File: src/rtl/miter_pkg.sv
// Shared types and helpers for the gold-versus-gate comparison monitor.
package miter_pkg;

   typedef enum logic [1:0] {IDLE, RUN, FAILED, HALT} mon_state_e;

   // Widest counter the saturating helper supports.
   localparam int SAT_MAX_W = 64;

   function automatic int ch_idx_w(input int channels);
      return (channels > 1) ? $clog2(channels) : 1;
   endfunction

   function automatic logic [SAT_MAX_W-1:0] sat_inc(input logic [SAT_MAX_W-1:0] val,
                                                    input int                   w);
      logic [SAT_MAX_W-1:0] lim;
      lim = (w >= SAT_MAX_W) ? '1 : ((SAT_MAX_W'(1) << w) - SAT_MAX_W'(1));
      return (val == lim) ? val : val + SAT_MAX_W'(1);
   endfunction

endpackage

File: src/rtl/miter_lane_cmp.sv
// One channel of the masked compare: a bit fails when it is not don't-care and gold differs from gate.
module miter_lane_cmp #(
   parameter int WIDTH = 1
) (
   input  logic [WIDTH-1:0] gold,
   input  logic [WIDTH-1:0] gate,
   input  logic [WIDTH-1:0] dc_mask,
   output logic             mismatch
);

   assign mismatch = |((gold ^ gate) & ~dc_mask);

endmodule

File: src/rtl/miter_cmp_monitor.sv
// Clocked gold-versus-gate comparison monitor: per-channel masked compare with sticky failure,
// saturating counters, first-failure capture and optional stop-on-fail.
module miter_cmp_monitor
   import miter_pkg::*;
#(
   parameter int WIDTH        = 1,
   parameter int CHANNELS     = 4,
   parameter int CNT_W        = 16,
   parameter int PIPE         = 0,
   parameter int STOP_ON_FAIL = 0
) (
   input  logic                          clk,
   input  logic                          rst,
   input  logic                          en,
   input  logic                          clear,
   input  logic                          valid,
   input  logic [CHANNELS*WIDTH-1:0]     gold,
   input  logic [CHANNELS*WIDTH-1:0]     gate,
   input  logic [CHANNELS*WIDTH-1:0]     dc_mask,
   output logic [CHANNELS-1:0]           mismatch,
   output logic                          fail,
   output logic [CNT_W-1:0]              err_cnt,
   output logic [CNT_W-1:0]              cyc_cnt,
   output logic [ch_idx_w(CHANNELS)-1:0] first_ch,
   output logic [CNT_W-1:0]              first_idx,
   output logic                          halted
);

   localparam int N    = CHANNELS * WIDTH;
   localparam int CH_W = ch_idx_w(CHANNELS);

   mon_state_e          state_q, state_d;
   logic [CHANNELS-1:0] mismatch_q, mismatch_d;
   logic                fail_q, fail_d;
   logic [CNT_W-1:0]    err_cnt_q, err_cnt_d;
   logic [CNT_W-1:0]    cyc_cnt_q, cyc_cnt_d;
   logic [CNT_W-1:0]    first_idx_q, first_idx_d;
   logic [CH_W-1:0]     first_ch_q, first_ch_d;

   logic                take;
   logic                cmp_vld;
   logic [N-1:0]        cmp_gold, cmp_gate, cmp_mask;
   logic [CHANNELS-1:0] lane_mm;
   logic [CH_W-1:0]     low_ch;

   // Qualifiers are judged at the sampling edge, ahead of the optional input register.
   assign take = valid & en & (state_q != HALT);

   if (PIPE != 0) begin : g_pipe
      logic         pipe_vld_q, pipe_vld_d;
      logic [N-1:0] pipe_gold_q, pipe_gold_d;
      logic [N-1:0] pipe_gate_q, pipe_gate_d;
      logic [N-1:0] pipe_mask_q, pipe_mask_d;

      always_comb begin
         pipe_vld_d  = take & ~clear;
         pipe_gold_d = take ? gold    : pipe_gold_q;
         pipe_gate_d = take ? gate    : pipe_gate_q;
         pipe_mask_d = take ? dc_mask : pipe_mask_q;
      end

      always_ff @(posedge clk or posedge rst) begin
         if (rst) begin
            pipe_vld_q  <= 1'b0;
            pipe_gold_q <= '0;
            pipe_gate_q <= '0;
            pipe_mask_q <= '0;
         end else begin
            pipe_vld_q  <= pipe_vld_d;
            pipe_gold_q <= pipe_gold_d;
            pipe_gate_q <= pipe_gate_d;
            pipe_mask_q <= pipe_mask_d;
         end
      end

      // An in-flight sample completes even with en low, but is dropped once HALT is reached.
      assign cmp_vld  = pipe_vld_q & (state_q != HALT);
      assign cmp_gold = pipe_gold_q;
      assign cmp_gate = pipe_gate_q;
      assign cmp_mask = pipe_mask_q;
   end else begin : g_direct
      assign cmp_vld  = take;
      assign cmp_gold = gold;
      assign cmp_gate = gate;
      assign cmp_mask = dc_mask;
   end

   for (genvar c = 0; c < CHANNELS; c++) begin : g_lane
      miter_lane_cmp #(.WIDTH(WIDTH)) u_lane (
         .gold     (cmp_gold[c*WIDTH +: WIDTH]),
         .gate     (cmp_gate[c*WIDTH +: WIDTH]),
         .dc_mask  (cmp_mask[c*WIDTH +: WIDTH]),
         .mismatch (lane_mm[c])
      );
   end

   always_comb begin
      low_ch = '0;
      for (int c = CHANNELS - 1; c >= 0; c--) begin
         if (lane_mm[c]) low_ch = CH_W'(c);
      end
   end

   // NOTE: every output of an always_comb gets a default first, so no path can infer a latch.
   always_comb begin
      state_d     = state_q;
      mismatch_d  = mismatch_q;
      fail_d      = fail_q;
      err_cnt_d   = err_cnt_q;
      cyc_cnt_d   = cyc_cnt_q;
      first_idx_d = first_idx_q;
      first_ch_d  = first_ch_q;
      if (clear) begin
         state_d     = IDLE;
         mismatch_d  = '0;
         fail_d      = 1'b0;
         err_cnt_d   = '0;
         cyc_cnt_d   = '0;
         first_idx_d = '0;
         first_ch_d  = '0;
      end else if (cmp_vld) begin
         mismatch_d = lane_mm;
         cyc_cnt_d  = CNT_W'(sat_inc(SAT_MAX_W'(cyc_cnt_q), CNT_W));
         if (|lane_mm) begin
            err_cnt_d = CNT_W'(sat_inc(SAT_MAX_W'(err_cnt_q), CNT_W));
            if (state_q == IDLE || state_q == RUN) begin
               fail_d      = 1'b1;
               first_ch_d  = low_ch;
               first_idx_d = cyc_cnt_q;
               state_d     = (STOP_ON_FAIL != 0) ? HALT : FAILED;
            end
         end else if (state_q == IDLE) begin
            state_d = RUN;
         end
      end
   end

   // NOTE: state registers use non-blocking assignments so every flop samples pre-edge values.
   always_ff @(posedge clk or posedge rst) begin
      if (rst) begin
         state_q     <= IDLE;
         mismatch_q  <= '0;
         fail_q      <= 1'b0;
         err_cnt_q   <= '0;
         cyc_cnt_q   <= '0;
         first_idx_q <= '0;
         first_ch_q  <= '0;
      end else begin
         state_q     <= state_d;
         mismatch_q  <= mismatch_d;
         fail_q      <= fail_d;
         err_cnt_q   <= err_cnt_d;
         cyc_cnt_q   <= cyc_cnt_d;
         first_idx_q <= first_idx_d;
         first_ch_q  <= first_ch_d;
      end
   end

   assign mismatch  = mismatch_q;
   assign fail      = fail_q;
   assign err_cnt   = err_cnt_q;
   assign cyc_cnt   = cyc_cnt_q;
   assign first_idx = first_idx_q;
   assign first_ch  = first_ch_q;
   assign halted    = (state_q == HALT);

endmodule

File: config.mk
export PLATFORM = sky130hd
export DESIGN_NAME = miter_cmp_monitor
export DESIGN_NICKNAME = d
export VERILOG_FILES = /design/src/rtl/miter_pkg.sv /design/src/rtl/miter_lane_cmp.sv /design/src/rtl/miter_cmp_monitor.sv
export SDC_FILE = /design/constraint.sdc
export NUM_CORES = 1
export LEC_CHECK = 0
export ABC_CLOCK_PERIOD_IN_PS = 4150
export CAP_MARGIN = 20
export CORE_MARGIN = 4
export CORE_UTILIZATION = 54
export CTS_CLUSTER_DIAMETER = 50
export CTS_CLUSTER_SIZE = 14
export DETAILED_ROUTE_END_ITERATION = 10
export GPL_TIMING_DRIVEN = 0
export PLACE_DENSITY_LB_ADDON = 0.12
export SLEW_MARGIN = 30
export SYNTH_ARGS = -nofsm -noshare
export SYNTH_HDL_FRONTEND = slang
export SYNTH_SLANG_ARGS = --single-unit
File: constraint.sdc
create_clock -name clk -period 4.15 [get_ports clk]
set_input_delay 0.83 -clock clk [delete_from_list [all_inputs] [get_ports clk]]
set_output_delay 0.83 -clock clk [all_outputs]
set_load 0.03 [all_outputs]
==> impl_metrics.tcl, run 1 <==
set metrics [dict create \
    status "finished clean" \
    finalCritPeriodShare 0.622 \
    grt_pass1_vias 2681 \
    post_synth_main_area_contributors "dfrtp_1, mux2i_1, nor2_1, xnor2_1, nand2_1" \
    die_h_um 83.1 \
    firstDrtPassIters 5 \
    drt.antenna.violating_nets 0 \
    report.final.slew_viol_count 0 \
    ir_drop_mv 0.210 \
    grt_start_max_net_pins 39 \
    unrepaired_setup_endpoints_after_global_routing "false" \
    end_kind "register" \
    drtIter0Drc 165 \
    initial_utilization 0.556 \
    dpl_worst_slack_ns 1.10 \
    longest_clk_path_bufs 2 \
    tritoncts "built" \
    hold_path_class "reg2reg" \
    globalRoute.totalOverflow 0 \
    start_kind "input pin" \
    cp_num_buf_inv 4 \
    antenna_found_initial 0 \
    synth_cell_types 54 \
    timing.critical_path.max_delay_family "buffers and inverters" \
    port_buffers 71 \
    finalWeightedCongestion 0.952 \
    fin_tns_setup_ns 0 \
    max_freq_mhz 387 \
    path_length_in_cells_of_the_critical_path 9 \
    worst_skew_pair.late_latency_ns 0.34 \
    critPathMaxFanout 10 \
    place_hpwl_um 5630 \
    post_cts.repair.setup_buffers 0 \
    worst_r2r_startpoint "err_cnt[0]" \
    post_layout_minimum_cycle_time_ns 2.58 \
    grt_pass1_wl_um 13200 \
    crit_path_end "first_idx[1]" \
    p_leak_nw 1.75 \
    cp_slowest_stage_delay_ns 0.41 \
    detail_route.wl_per_cell_um 16.8 \
    num_rows 27 \
    hold_viol_final 0 \
    finish.net_count 413 \
    final_cell_area_um2 4080 \
    crit-reg2reg-capture "err_cnt[11]" \
    setup_viol 0 \
    power_density_of_the_placed_cells_nw_per_um2 328 \
    power.total_w 0.00134 \
    synth_nets 330 \
    clkSinkCount 57 \
    die_w_um 83.1 \
    setup_ws_ns 1.57 \
    io-pin-count 73 \
    cts-root-buf "clkbuf_8" \
    worst_clock_skew_ns 0.00663 \
    drc_errors 0 \
    yosys_most_used_dff "dfrtp_1" \
    clk_transition_reported_paths_ns 0.07 \
    yosysWarnings 0 \
    syn-mean-instance-area_um2 9.79 \
    drt_wl_total_um 7940 \
    ys_ff_latch 57 \
    post_layout_nonfiller_instances 471 \
    crit_path_cell_trace "clkdlybuf4s50_1 > xnor2_1 > o22ai_1 > buf_2 > o21ai_1 > buf_4 > buf_6 > mux2i_1 > nor2_1" \
    cp_data_arrival_time_ns 2.79 \
    numPlacedInstances 455 \
    synth_area_um2 3050 \
    drv.max_cap_violation_count 0 \
    tritoncts.num_buffers 9 \
    cts_resized 0 \
    layout-drive-gt1-share 0.0977 \
    post_cts_hold_buffer_count 0 \
    final.fill_count 431 \
    startpoint "gate[3]" \
    drt-vias-per-instance 5.85 \
    diodes 0 \
    crit_path_top_delay_cell "clkdlybuf4s50_1" \
    gr_usage_total 0.235 \
    cts.htree.levels 3 \
    tightest_slew_ns 0.627 \
    netlist.top_cell.by_area "dfrtp_1" \
    synthToLayoutAreaGrowth_pct 34.1 \
    async_flop_share 1.00 \
    die_ar_um2 6900 \
    synthCells 311 \
    r2r_cells 8 \
    via_count 2755 \
    synth_sequential_area_ratio 0.468 \
    slew_headroom 0.579 \
    crit_type "in2reg" \
    critical_path_required_ns 4.36 \
    synth_enable_flop_cells 0 \
    post-synth-top-area-fraction 0.468 \
    detailed_place.area_um2 3870 \
    reg2reg_setup_slack_ns 2.01 \
    core-area_um2 5470 \
]
power by group:
| group | internal [W] | leakage (nW) | total, W | switching [W] |
|---|---|---|---|---|
| Clock | 0.000335 | 0.106 | 0.000568 | 0.000233 |
| Combinational | 0.0000730 | 0.858 | 0.000182 | 0.000109 |
| Sequential | 0.000570 | 0.791 | 0.000590 | 0.0000193 |
cells by family (layout without fill, tap and decap cells):
group / Yosys count / in the layout / synth area share
and+or+nand+nor: 130 / 130 / 0.226
AOI/OAI and AO/OA: 62 / 62 / 0.155
DFF: 57 / 57 / 0.468
buffers and inverters: 28 / 116 / 0.0436
muxes: 17 / 17 / 0.0559
xor gates and xnor gates: 15 / 15 / 0.0431
adders and majority gates: 2 / 2 / 0.00822
sequential cells by signal (all words and copies together) (netlist names):
name,count
state_q,2
first_idx,16
first_ch,2
mismatch,4
err_cnt,16
fail,1
cyc_cnt,16
metal layers:
metal	up-vias	GRT usage	part of all wire
li1	1304	-	-
met1	1327	0.294	0.42
met2	107	0.394	0.52
met3	17	0.0476	0.051
met4	0	0.103	0.016
met5	-	0	0
layout by cell type, fill, tap and decap left out, types with 5 or more instances in the layout:
master           synthesis  routed
a211oi_1                 5       5
nor2_1                  40      40
nor4_1                   7       7
nand3_1                 14      14
nand4_1                  7       7
clkbuf_1                 5       6
inv_1                   12      11
a21oi_1                  8       8
or3_1                    7       7
xnor2_1                 15      15
mux2i_1                 17      17
dfrtp_1                 57      57
clkbuf_8                 0       9
o21ai_0                  6       6
clkdlybuf4s50_1          0      71
nand2_1                 25      25
o211ai_1                10      10
synthesized netlist by cell type (2+ instances only):
cell type   n
buf_1       2
mux2i_1    17
nor2b_1     2
nor4_1      7
or2_2       3
dfrtp_1    57
a21oi_2     2
a211oi_1    5
o22ai_1     3
o311ai_0    2
buf_2       4
a21oi_1     8
a22o_1      4
inv_1      12
nand3_1    14
o21ai_1     4
a31o_1      2
or3_1       7
o211ai_1   10
nor3_1      3
or4_1       3
nand4_1     7
xnor2_1    15
o2111ai_1   3
and2_1      4
o21ai_0     6
ha_1        2
nand2_1    25
a31oi_1     2
nor2_1     40
o311ai_1    3
buf_4       4
clkbuf_1    5
and3_1      4
worst min path at each step:
stage,slack (ns),cells after the start,startpoint,endpoint
finish,0.51,1,mismatch[2],mismatch[2]
global route,0.54,1,mismatch[0],mismatch[0]
CTS,0.51,1,mismatch[3],mismatch[3]
detailed placement,0.49,1,mismatch[3],mismatch[3]
global placement,0.49,1,mismatch[1],mismatch[1]
floorplan,0.51,2,state_q[0],state_q[0]
stage by stage:
step                      hold slack (ns)   util
after global placement              0.490  0.703
after detailed placement            0.493  0.707
after global routing                0.536  0.746
after CTS                           0.512  0.745
after floorplan                     0.506      -
final                               0.511  0.746
area by class of cell:
type	instances	area (um2)	area share
multi-input cells	226	1490	0.365
flip-flops and latches	57	1430	0.349
repair buffers	72	731	0.179
clock buffers	10	128	0.0312
well taps	72	90.1	0.0221
plain buffers	16	87.6	0.0214
clock inverters	6	82.6	0.0202
inverters	12	47.5	0.0116
No activity file was read; power rests on OpenSTA's default activity.
==> run 2, diff against run 1 <==
ABC_CLOCK_PERIOD_IN_PS = 2500   (was 4150)
CORE_UTILIZATION = 50   (was 54)
clock period = 2.5 ns   (was 4.15 ns; I/O delays follow)
==> run 2 against run 1 <==
Total power grew 51%. Clock skew grew 0.00083 ns. Die area grew 7.2%. Clock power grew 29%. Worst setup slack lost 1.5 ns. Design area shrank 1.2%. First-iteration DRC count grew 1.8%. Utilization shrank 6.5 points. Combinational power grew 68%. Critical path type unchanged.
==> impl_metrics.tcl, run 2 (synthesis results as in run 1) <==
set metrics [dict create \
    critical_path_required_ns 2.75 \
    ir_drop_mv 0.305 \
    finalWeightedCongestion 0.866 \
    worst_skew_pair.late_latency_ns 0.34 \
    die_w_um 86.0 \
    setup_viol 0 \
    tritoncts "built" \
    via_count 2774 \
    clkSinkCount 57 \
    place_hpwl_um 5580 \
    p_leak_nw 1.73 \
    drc_errors 0 \
    layout-drive-gt1-share 0.0952 \
    cts.htree.levels 3 \
    gr_usage_total 0.230 \
    firstDrtPassIters 4 \
    hold_path_class "in2async" \
    detail_route.wl_per_cell_um 16.6 \
    tritoncts.num_buffers 9 \
    drv.max_cap_violation_count 0 \
    clk_transition_reported_paths_ns 0.07 \
    tightest_slew_ns 1.00 \
    crit_type "in2reg" \
    post_cts.repair.setup_buffers 0 \
    worst_clock_skew_ns 0.00746 \
    drt-vias-per-instance 5.85 \
    port_buffers 71 \
    drtIter0Drc 168 \
    synthToLayoutAreaGrowth_pct 32.5 \
    power_density_of_the_placed_cells_nw_per_um2 500 \
    diodes 0 \
    hold_viol_final 0 \
    drt.antenna.violating_nets 0 \
    antenna_found_initial 0 \
    mostFrequentLayoutCell "clkdlybuf4s50_1" \
    start_kind "input pin" \
    cts-root-buf "clkbuf_8" \
    grt_pass1_wl_um 13400 \
    drt_wl_total_um 7880 \
    critPathMaxFanout 7 \
    layout_common_cells "clkdlybuf4s50_1, dfrtp_1, nor2_1" \
    grt_start_max_net_pins 40 \
    cts_resized 0 \
    max_freq_mhz 411 \
    post_cts_hold_buffer_count 0 \
    report.final.slew_viol_count 0 \
    crit_path_cell_trace "clkdlybuf4s50_1 > nand2_1 > nor3b_1 > nor2b_1 > a41oi_1 > a31oi_1" \
    post_layout_minimum_cycle_time_ns 2.43 \
    io-pin-count 73 \
    crit_path_top_delay_cell "nor3b_1" \
    core-area_um2 5920 \
    finalCritPeriodShare 0.973 \
    timing.critical_path.max_delay_family "simple AND/OR/NAND/NOR gates" \
    die_h_um 86.0 \
    status "finished clean" \
    longest_clk_path_bufs 2 \
    cp_num_buf_inv 1 \
    grt_pass1_vias 2813 \
    unrepaired_setup_endpoints_after_global_routing "false" \
    fin_tns_setup_ns 0 \
    cp_slowest_stage_delay_ns 0.81 \
    die_ar_um2 7400 \
    initial_utilization 0.514 \
    end_kind "register" \
    cp_data_arrival_time_ns 2.68 \
    postLayoutCoreUtil 0.682 \
    globalRoute.totalOverflow 0 \
    num_rows 28 \
    slew_headroom 0.331 \
    finish.net_count 413 \
]
run 2: final timing paths:
path                             start          end  slack, ns  cells after the start
min in group clk           mismatch[0]  mismatch[0]       0.51                      1
min reg2reg                mismatch[0]  mismatch[0]       0.51                      1
min                                rst  err_cnt[12]       0.46                      2
max in group asynchronous          rst   err_cnt[9]       1.55                      3
max reg2reg                 err_cnt[0]  err_cnt[11]       0.28                      8
max                                 en   err_cnt[3]       0.07                      6
run 2: layer usage:
metal	vias up	global-route usage	wire (um)
met1	1363	0.284	3310
met3	13	0.0605	482
met2	96	0.389	3970
met4	0	0.0763	123
met5	-	0	0
li1	1302	-	-
run 2: layout make-up:
class / count / area [um2]
Buffer: 16 / 87.6
Clock buffer: 10 / 128
Clock inverter: 6 / 35.0
Fill cell: 486 / 1890
Inverter: 12 / 47.5
Multi-Input combinational cell: 226 / 1490
Sequential cell: 57 / 1430
Tap cell: 75 / 93.8
Timing Repair Buffer: 72 / 731
run 2: worst reg2reg max path, delay by kind of cell, from the launching register on:
family                     cells  cell delay, ns
DFF                            1            0.41
AOI/OAI and AO/OA              2            0.17
buffers and inverters          2            0.38
adders and majority gates      1            0.33
and+or+nand+nor                3            0.82
run 2: power by group:
part / switching, W / internal (W)
sequential: 0.0000347 / 0.000947
clock: 0.000380 / 0.000352
combinational: 0.000184 / 0.000121
run 2: through the flow:
stage	cells	hold slack, ns	setup WS, ns	power, W	instance area, um2
global route	474	0.475	0.0108	0.00211	4040
floorplan	311	0.506	0.473	0.00117	3050
detailed placement	458	0.491	-0.172	0.00130	3870
global placement	457	0.493	-0.455	0.00129	3850
CTS	474	0.458	0.177	0.00204	4040
finish	474	0.463	0.0669	0.00202	4040
